## src/rtl/sqrt_seq.sv

```systemverilog
// Sequencer for an external iterative square-root unit: a 2-entry input FIFO feeds one
// operation at a time to the unit, with a watchdog on the unit's completion and a single
// registered output slot towards the consumer.
module sqrt_seq #(
    parameter int unsigned WIDTH   = 32,
    parameter int unsigned TIMEOUT = 64  // legal range 2..255
) (
    input  logic             clk_i,
    input  logic             reset_ni,
    input  logic             in_valid_i,
    output logic             in_ready_o,
    input  logic [WIDTH-1:0] in_data_i,
    output logic             sq_go_o,
    output logic [WIDTH-1:0] sq_in_o,
    input  logic             sq_done_i,
    input  logic [WIDTH-1:0] sq_out_i,
    output logic             out_valid_o,
    input  logic             out_ready_i,
    output logic [WIDTH-1:0] out_data_o,
    output logic             busy_o,
    output logic             err_o
);

    localparam logic [7:0] WdogLast = 8'(TIMEOUT - 1);

    typedef enum logic {StIdle, StRun} state_e;

    state_e           state_q;
    logic [WIDTH-1:0] fifo_q [2];
    logic             rd_ptr_q, wr_ptr_q;
    logic [1:0]       count_q, count_d;
    logic             sq_go_q;
    logic [WIDTH-1:0] sq_in_q;
    logic             out_valid_q;
    logic [WIDTH-1:0] out_data_q;
    logic             err_q;
    logic [7:0]       wdog_q;

    logic push, pop, slot_free;

    // Handshake decode; in_ready depends only on the registered count.
    always_comb begin
        in_ready_o = (count_q != 2'd2);
        push       = in_valid_i && in_ready_o;
        slot_free  = !out_valid_q || out_ready_i;
        pop        = (state_q == StIdle) && (count_q != 2'd0) && slot_free;
        count_d    = count_q;
        if (push && !pop) begin
            count_d = count_q + 2'd1;
        end else if (!push && pop) begin
            count_d = count_q - 2'd1;
        end
    end

    // Input FIFO storage and pointers.
    always_ff @(posedge clk_i or negedge reset_ni) begin
        if (!reset_ni) begin
            fifo_q[0] <= '0;
            fifo_q[1] <= '0;
            rd_ptr_q  <= 1'b0;
            wr_ptr_q  <= 1'b0;
            count_q   <= 2'd0;
        end else begin
            if (push) begin
                fifo_q[wr_ptr_q] <= in_data_i;
                wr_ptr_q         <= ~wr_ptr_q;
            end
            if (pop) begin
                rd_ptr_q <= ~rd_ptr_q;
            end
            count_q <= count_d;
        end
    end

    // Control FSM with registered go/operand, output slot, watchdog and sticky error.
    always_ff @(posedge clk_i or negedge reset_ni) begin
        if (!reset_ni) begin
            state_q     <= StIdle;
            sq_go_q     <= 1'b0;
            sq_in_q     <= '0;
            out_valid_q <= 1'b0;
            out_data_q  <= '0;
            err_q       <= 1'b0;
            wdog_q      <= 8'd0;
        end else begin
            // Consumer handshake; a capture below on the same edge overrides this.
            if (out_valid_q && out_ready_i) begin
                out_valid_q <= 1'b0;
            end
            unique case (state_q)
                StIdle: begin
                    // Completion pulses arriving here are deliberately ignored.
                    if (pop) begin
                        state_q <= StRun;
                        sq_go_q <= 1'b1;
                        sq_in_q <= fifo_q[rd_ptr_q];
                        wdog_q  <= 8'd0;
                    end
                end
                StRun: begin
                    if (sq_done_i) begin
                        // Completion wins over a watchdog expiring on the same cycle.
                        out_data_q  <= sq_out_i;
                        out_valid_q <= 1'b1;
                        sq_go_q     <= 1'b0;
                        state_q     <= StIdle;
                    end else if (wdog_q == WdogLast) begin
                        err_q   <= 1'b1;
                        sq_go_q <= 1'b0;
                        state_q <= StIdle;
                    end else begin
                        wdog_q <= wdog_q + 8'd1;
                    end
                end
                default: state_q <= StIdle;
            endcase
        end
    end

    assign sq_go_o     = sq_go_q;
    assign sq_in_o     = sq_in_q;
    assign out_valid_o = out_valid_q;
    assign out_data_o  = out_data_q;
    assign busy_o      = (state_q == StRun);
    assign err_o       = err_q;

endmodule

```

## config.mk

```make
export PLATFORM = sky130hd
export DESIGN_NAME = sqrt_seq
export DESIGN_NICKNAME = d
export VERILOG_FILES = /design/src/rtl/sqrt_seq.sv
export SDC_FILE = /design/constraint.sdc
export NUM_CORES = 1
export LEC_CHECK = 0
export CAP_MARGIN = 20
export CORE_MARGIN = 2
export CORE_UTILIZATION = 50
export CTS_CLUSTER_SIZE = 24
export DETAILED_ROUTE_END_ITERATION = 10
export GPL_TIMING_DRIVEN = 0
export PLACE_DENSITY = 0.81
export SLEW_MARGIN = 10
export SYNTH_ARGS = -nofsm -noshare
export SYNTH_HDL_FRONTEND = slang
export SYNTH_SLANG_ARGS = --single-unit
```

## constraint.sdc

```tcl
create_clock -name clk_i -period 2.1 [get_ports clk_i]
set_input_delay 0.525 -clock clk_i [delete_from_list [all_inputs] [get_ports clk_i]]
set_output_delay 0.525 -clock clk_i [all_outputs]
set_load 0.005 [all_outputs]
```

Word level (Yosys, flattened, before mapping)

Cells that the tools add are included.
Widths: inputs -> output; s select.

Bitwise operators: 6
Reduce and logical (&&, ||, !) cells: 18
Equality and inequality tests: 6
$lt $le $gt $ge: 3
Multiplexer cells: 23
$add $sub $neg: 3

Operator list:

| cell                | count |
|---|---|
| $mux 32             | 4 |
| $bwmux 64           | 1 |
| $demux 32 s1        | 1 |
| $mux 8              | 3 |
| $pmux 8 s2          | 1 |
| $mux 1              | 9 |
| $add 8x1->8 const B | 1 |
| $eq 8x6->1 const B  | 1 |
| $ne 2x2->1 const B  | 4 |
| $logic_and 1x1->1   | 7 |
| $reduce_and 2->1    | 3 |
| $reduce_and 3->1    | 2 |
| $ge 2x2->1 const B  | 2 |
| $mux 2              | 2 |
| $not 1->1           | 4 |
| $not 1->2           | 2 |
| $pmux 1 s2          | 2 |
| $reduce_bool 2->1   | 2 |
| $logic_not 1->1     | 3 |
| $ne 3x2->1 const B  | 1 |
| $add 2x1->2 const B | 1 |
| $lt 2x1->1 const B  | 1 |
| $sub 2x1->2 const B | 1 |
| $logic_or 1x1->1    | 1 |

Register bits: 144
Output and inout port bits: 69

Logic depth before layout (Yosys ltp)

Word-level depth: 6
Mapped depth: 8
Depth with buffers taken out: 7

Least setup slack after synthesis

Ideal clock, no wire load.

Kind: in2reg
Start: input out_ready_i
End: register count_q[1]
Path buffers: 1
Stages on the path: 8
Setup time: 79 ps
Arrival: 1,630 ps
Required time: 2,021 ps
Setup slack: 390 ps
Cell sequence: nor2b_1 -> nor3_4 -> buf_4 -> inv_1 -> ha_1 -> xor2_1 -> nor2_1 -> xor2_1

Word-level cells in the longest chain between the ends: 5

RTL lines:

| element                                            | RTL line | source |
|---|---|---|
| start: declaration                                 | 18       | `input logic out_ready_i,` |
| $logic_or 1x1->1 *                                 | 45       | `slot_free = !out_valid_q \|\| out_ready_i;` |
| $logic_and 1x1->1 *                                | 46       | `pop = (state_q == StIdle) && (count_q != 2'd0) && slot_free;` |
| $logic_not 1->1                                    | 48       | `if (push && !pop) begin` |
| $logic_and 1x1->1                                  | 48       |  |
| $mux 2 / $reduce_bool 2->1 (equally long branches) | n/a      |  |
| end signal: assignment                             | 71       | `count_q <= count_d;` |
| end: declaration                                   | 31       | `logic [1:0] count_q, count_d;` |

Mark *: on every way between the ends. The rest lies on a longest branch, timed or not.
A chain may end at the register's enable or synchronous reset.

Worst setup path in the final report

Start: register count_q[1]
End: output in_ready_o

Word-level cells in the longest chain between the ends: 1

RTL lines:

| element          | RTL line | source |
|---|---|---|
| $ne 2x2->1       | 43       | `in_ready_o = (count_q != 2'd2);` |
| end: declaration | 11       | `output logic in_ready_o,` |

Every way passes these cells.

==> metrics.md <==
| Metric | Value |
|---|---|
| Global-route wire length before repair | 20.9 mm |
| Total Routing Usage GR | about a fifth |
| Critical setup path kind | flop to output pin |
| Capture instance of the worst register-to-register path | count_q[1] |
| Worst-case reg-to-reg path depth | 8 |
| Number of storage elements in the synthesis netlist | about 140 |
| Library cell used as clock root buffer | sky130_fd_sc_hd__clkbuf_16 |
| Placed Cells | 702 |
| First-pass DRT Iterations | 4 |
| Maximum number of pins on one net before global-route repair | 96 |
| Detail-routed via count per cell | 5.25 |
| Most numerous cell in the Yosys netlist | sky130_fd_sc_hd__dfrtp_1 |
| Area added between synthesis and finish | 36.3% |
| Arrival time of data at the critical path endpoint | 1.52 ns |
| Count of routing violations after the opening detailed-route iteration | 148 |
| Largest voltage drop on the vdd net | 808 uV |
| Ports | 138 |
| Global placer's final weighted congestion | 0.774 |
| Post-Route Utilization | 69.2% |
| HP Class | primary input to async pin |
| Largest fanout on the critical path | 3 |
| H-tree levels | 4 |
| Number of antenna diodes | 0 |
| Cell type contributing the most total cell area after synthesis | sky130_fd_sc_hd__dfrtp_1 |
| Area of the die | ~13,000 sq um |
| Sequential element share of the synthesized area | between 50% and 60% |
| Total length of routed wires | roughly 13 mm |
| Final Instance Area | 8210 sq um |
| Quantity of gates resized following cts | 0 |
| Hold Fails Final Rpt | 0 |
| Commonest cells in the netlist | 144 x sky130_fd_sc_hd__dfrtp_1, 65 x sky130_fd_sc_hd__mux2_2, 37 x sky130_fd_sc_hd__nor2_1, 34 x sky130_fd_sc_hd__a21oi_1, 33 x sky130_fd_sc_hd__mux2i_1 |
| Clock skew | between 0.002 and 0.003 ns |
| DP Area | 7600 sq um |
| Period Utilization, post-route | 97.4% |
| Fraction of synthesis flops using an asynchronous set or reset pin | 100% |
| Post-Syn Nets | 488 |
| Maximum count of clock buffers along a single path | 2 |
| Leading cell types by total area after synthesis | sky130_fd_sc_hd__dfrtp_1 60%, sky130_fd_sc_hd__mux2_2 12%, sky130_fd_sc_hd__mux2_4 7.5% |
| Clock Sink Count | 144 |
| Ys flop type | sky130_fd_sc_hd__dfrtp_1 |
| Static Leak | 3.69 nW |
| Run status | complete, no violations |
| Number of nets with antenna violations after routing | 0 |
| Relative slew margins | about two thirds |
| Startpoint of the worst register-to-register path | out_valid_o |
| Drt wl/cell | ~18 um |
| Fraction of post-synthesis cell area in the top cell type by area | 59.9% |
| Number of maximum-capacitance constraint violations | 0 |
| Remaining global-route overflow | 0 |
| Reg2reg setup slack | 0.24 ns |
| Layout cell share with drive strength beyond 1 | a little over a quarter |
| Postcts setup bufs | 1 |
| Cell Pwr Density | 1630 nW/um^2 |
| Post-synth EDFFs | 0 |
| CTS Hold Buffers Added | 0 |
| Total power | 13.4 mW |
| Final HPWL from detailed placement | roughly 8.9 mm |
| Syn. warnings | 0 |
| Transition time at the pin with the least slew margin | between 0.4 and 0.5 ns |
| Mapped cell area | roughly 6000 sq um |
| Total number of nets in the final design | 646 |
| Endpoint kind of the worst setup timing path | output pin |
| Antenna violations before repair | 0 |
| Clock input transition at the sequential cells of the worst setup and hold paths | 0.05 ns |
| Count of cell types in the netlist | 40 |
| Instance count of the mapped netlist | 417 |
| Initial core utilization | 50.7% |
| Final min period | a little over 2 ns |
| Die Span X | ~110 um |
| Max-slew violation count | 0 |
| Setup repair after global routing missed its margin | false |
| Remaining design rule violation count | 0 |
| Standard-cell row count | 40 |
| Layout Cells excl Fill | 734 |
| Placeable core area | 11,900 sq um |
| Clock network latency to the later pin of the worst-skew pair | 0.42 ns |
| Clock buffers created by TritonCTS | 17 |
| Startpoint class of the critical path | flop |
| Syn_area_per_cell | 14.4 sq um |
| Filler Cell Count | slightly above 800 |
| TritonCTS clock tree | yes |
| Hold_ws | approximately 0.047 ns |
| Endpoints failing setup | 0 |
| Vias in the first global route | 4,220 |
| Fmax | 489 MHz |
| Vertical extent of the die | 114 um |
| Via count | just under 4,000 |
| Critical path data required time | 1.57 ns |
| IO Port Bufs | 137 |
[power by group]
| group | leakage [nW] | switching [mW] | internal (mW) |
|---|---|---|---|
| clock network | 0.290 | 1.07 | 1.93 |
| registers | 1.68 | 0.822 | 4.19 |
| logic | 1.72 | 2.12 | 3.26 |
[worst max path at each step]
stage,from,depth (start not counted),slack (ns),endpoint
2_1_floorplan,out_ready_i,8,0.39,count_q[1]
3_3_place_gp,reset_ni,1,-5.01,out_data_o[4]
3_5_place_dp,out_ready_i,9,-0.34,count_q[1]
4_1_cts,count_q[1],2,0.04,in_ready_o
5_1_grt,count_q[1],2,0.01,in_ready_o
6_report,count_q[1],2,0.06,in_ready_o
[placed cells by master (no fill, tap or decap), drive strengths merged, types with 3 or more instances in the layout]
cell type      count
nand2              4
mux2              96
buf               24
nor3               3
and3               5
inv                5
dfrtp            144
mux2i             33
nand3              4
nand2b             3
a21oi             35
clkdlybuf4s50    136
nor2              38
clkbuf            27
a211o              3
xnor2              3
[per-stage QoR]
| stage | TNS (ns) | worst slack, ns |
|---|---|---|
| 2_1_floorplan | 0 | 0.390 |
| 3_3_place_gp | -720.04 | -5.01 |
| 3_5_place_dp | -0.530 | -0.336 |
| 4_1_cts | 0 | 0.0353 |
| 5_1_grt | 0 | 0.0149 |
| 6_report | 0 | 0.0556 |
[sequential cells by signal, indices dropped and copies added, names as in the netlist]
name         cells
err_o            1
sq_in_o         32
out_valid_o      1
sq_go_o          1
rd_ptr_q         1
wdog_q           8
wr_ptr_q         1
out_data_o      32
count_q          2
busy_o           1
fifo_q          64
[worst max-delay path, cell delays in order (launching register included)]
cell	delay [ns]
sky130_fd_sc_hd__dfrtp_1	0.43
sky130_fd_sc_hd__nand2b_4	0.13
sky130_fd_sc_hd__clkdlybuf4s50_1	0.55
[cell families after synthesis]
logic type / count (synthesis) / share of synthesized area, %
compound gates: 46 / 4.78
buf+inv: 26 / 2.87
flops: 144 / 59.9
fa+ha+maj: 2 / 0.416
mux: 129 / 25.3
simple gates: 65 / 6.03
xor+xnor: 5 / 0.728
[routing by layer]
metal,vias up,share of wire [%],track usage (%)
met4,0,1.5,8.70
met1,1926,42,25.3
met2,133,48,34.1
li1,1782,-,-
met3,14,8.6,8.82
met5,-,0,0
[area by class of cell]
cell class	count	area [sq um]	area share [%]
Sequential cell	144	3600	43.9
Timing Repair Buffer	139	1410	17.2
Buffer	21	154	1.88
Multi-Input combinational cell	247	2240	27.3
Clock inverter	4	72.6	0.884
Inverter	5	18.8	0.229
Clock buffer	27	523	6.37
Tap cell	147	184	2.24
Note: power is estimated with default switching activity, not from simulation.
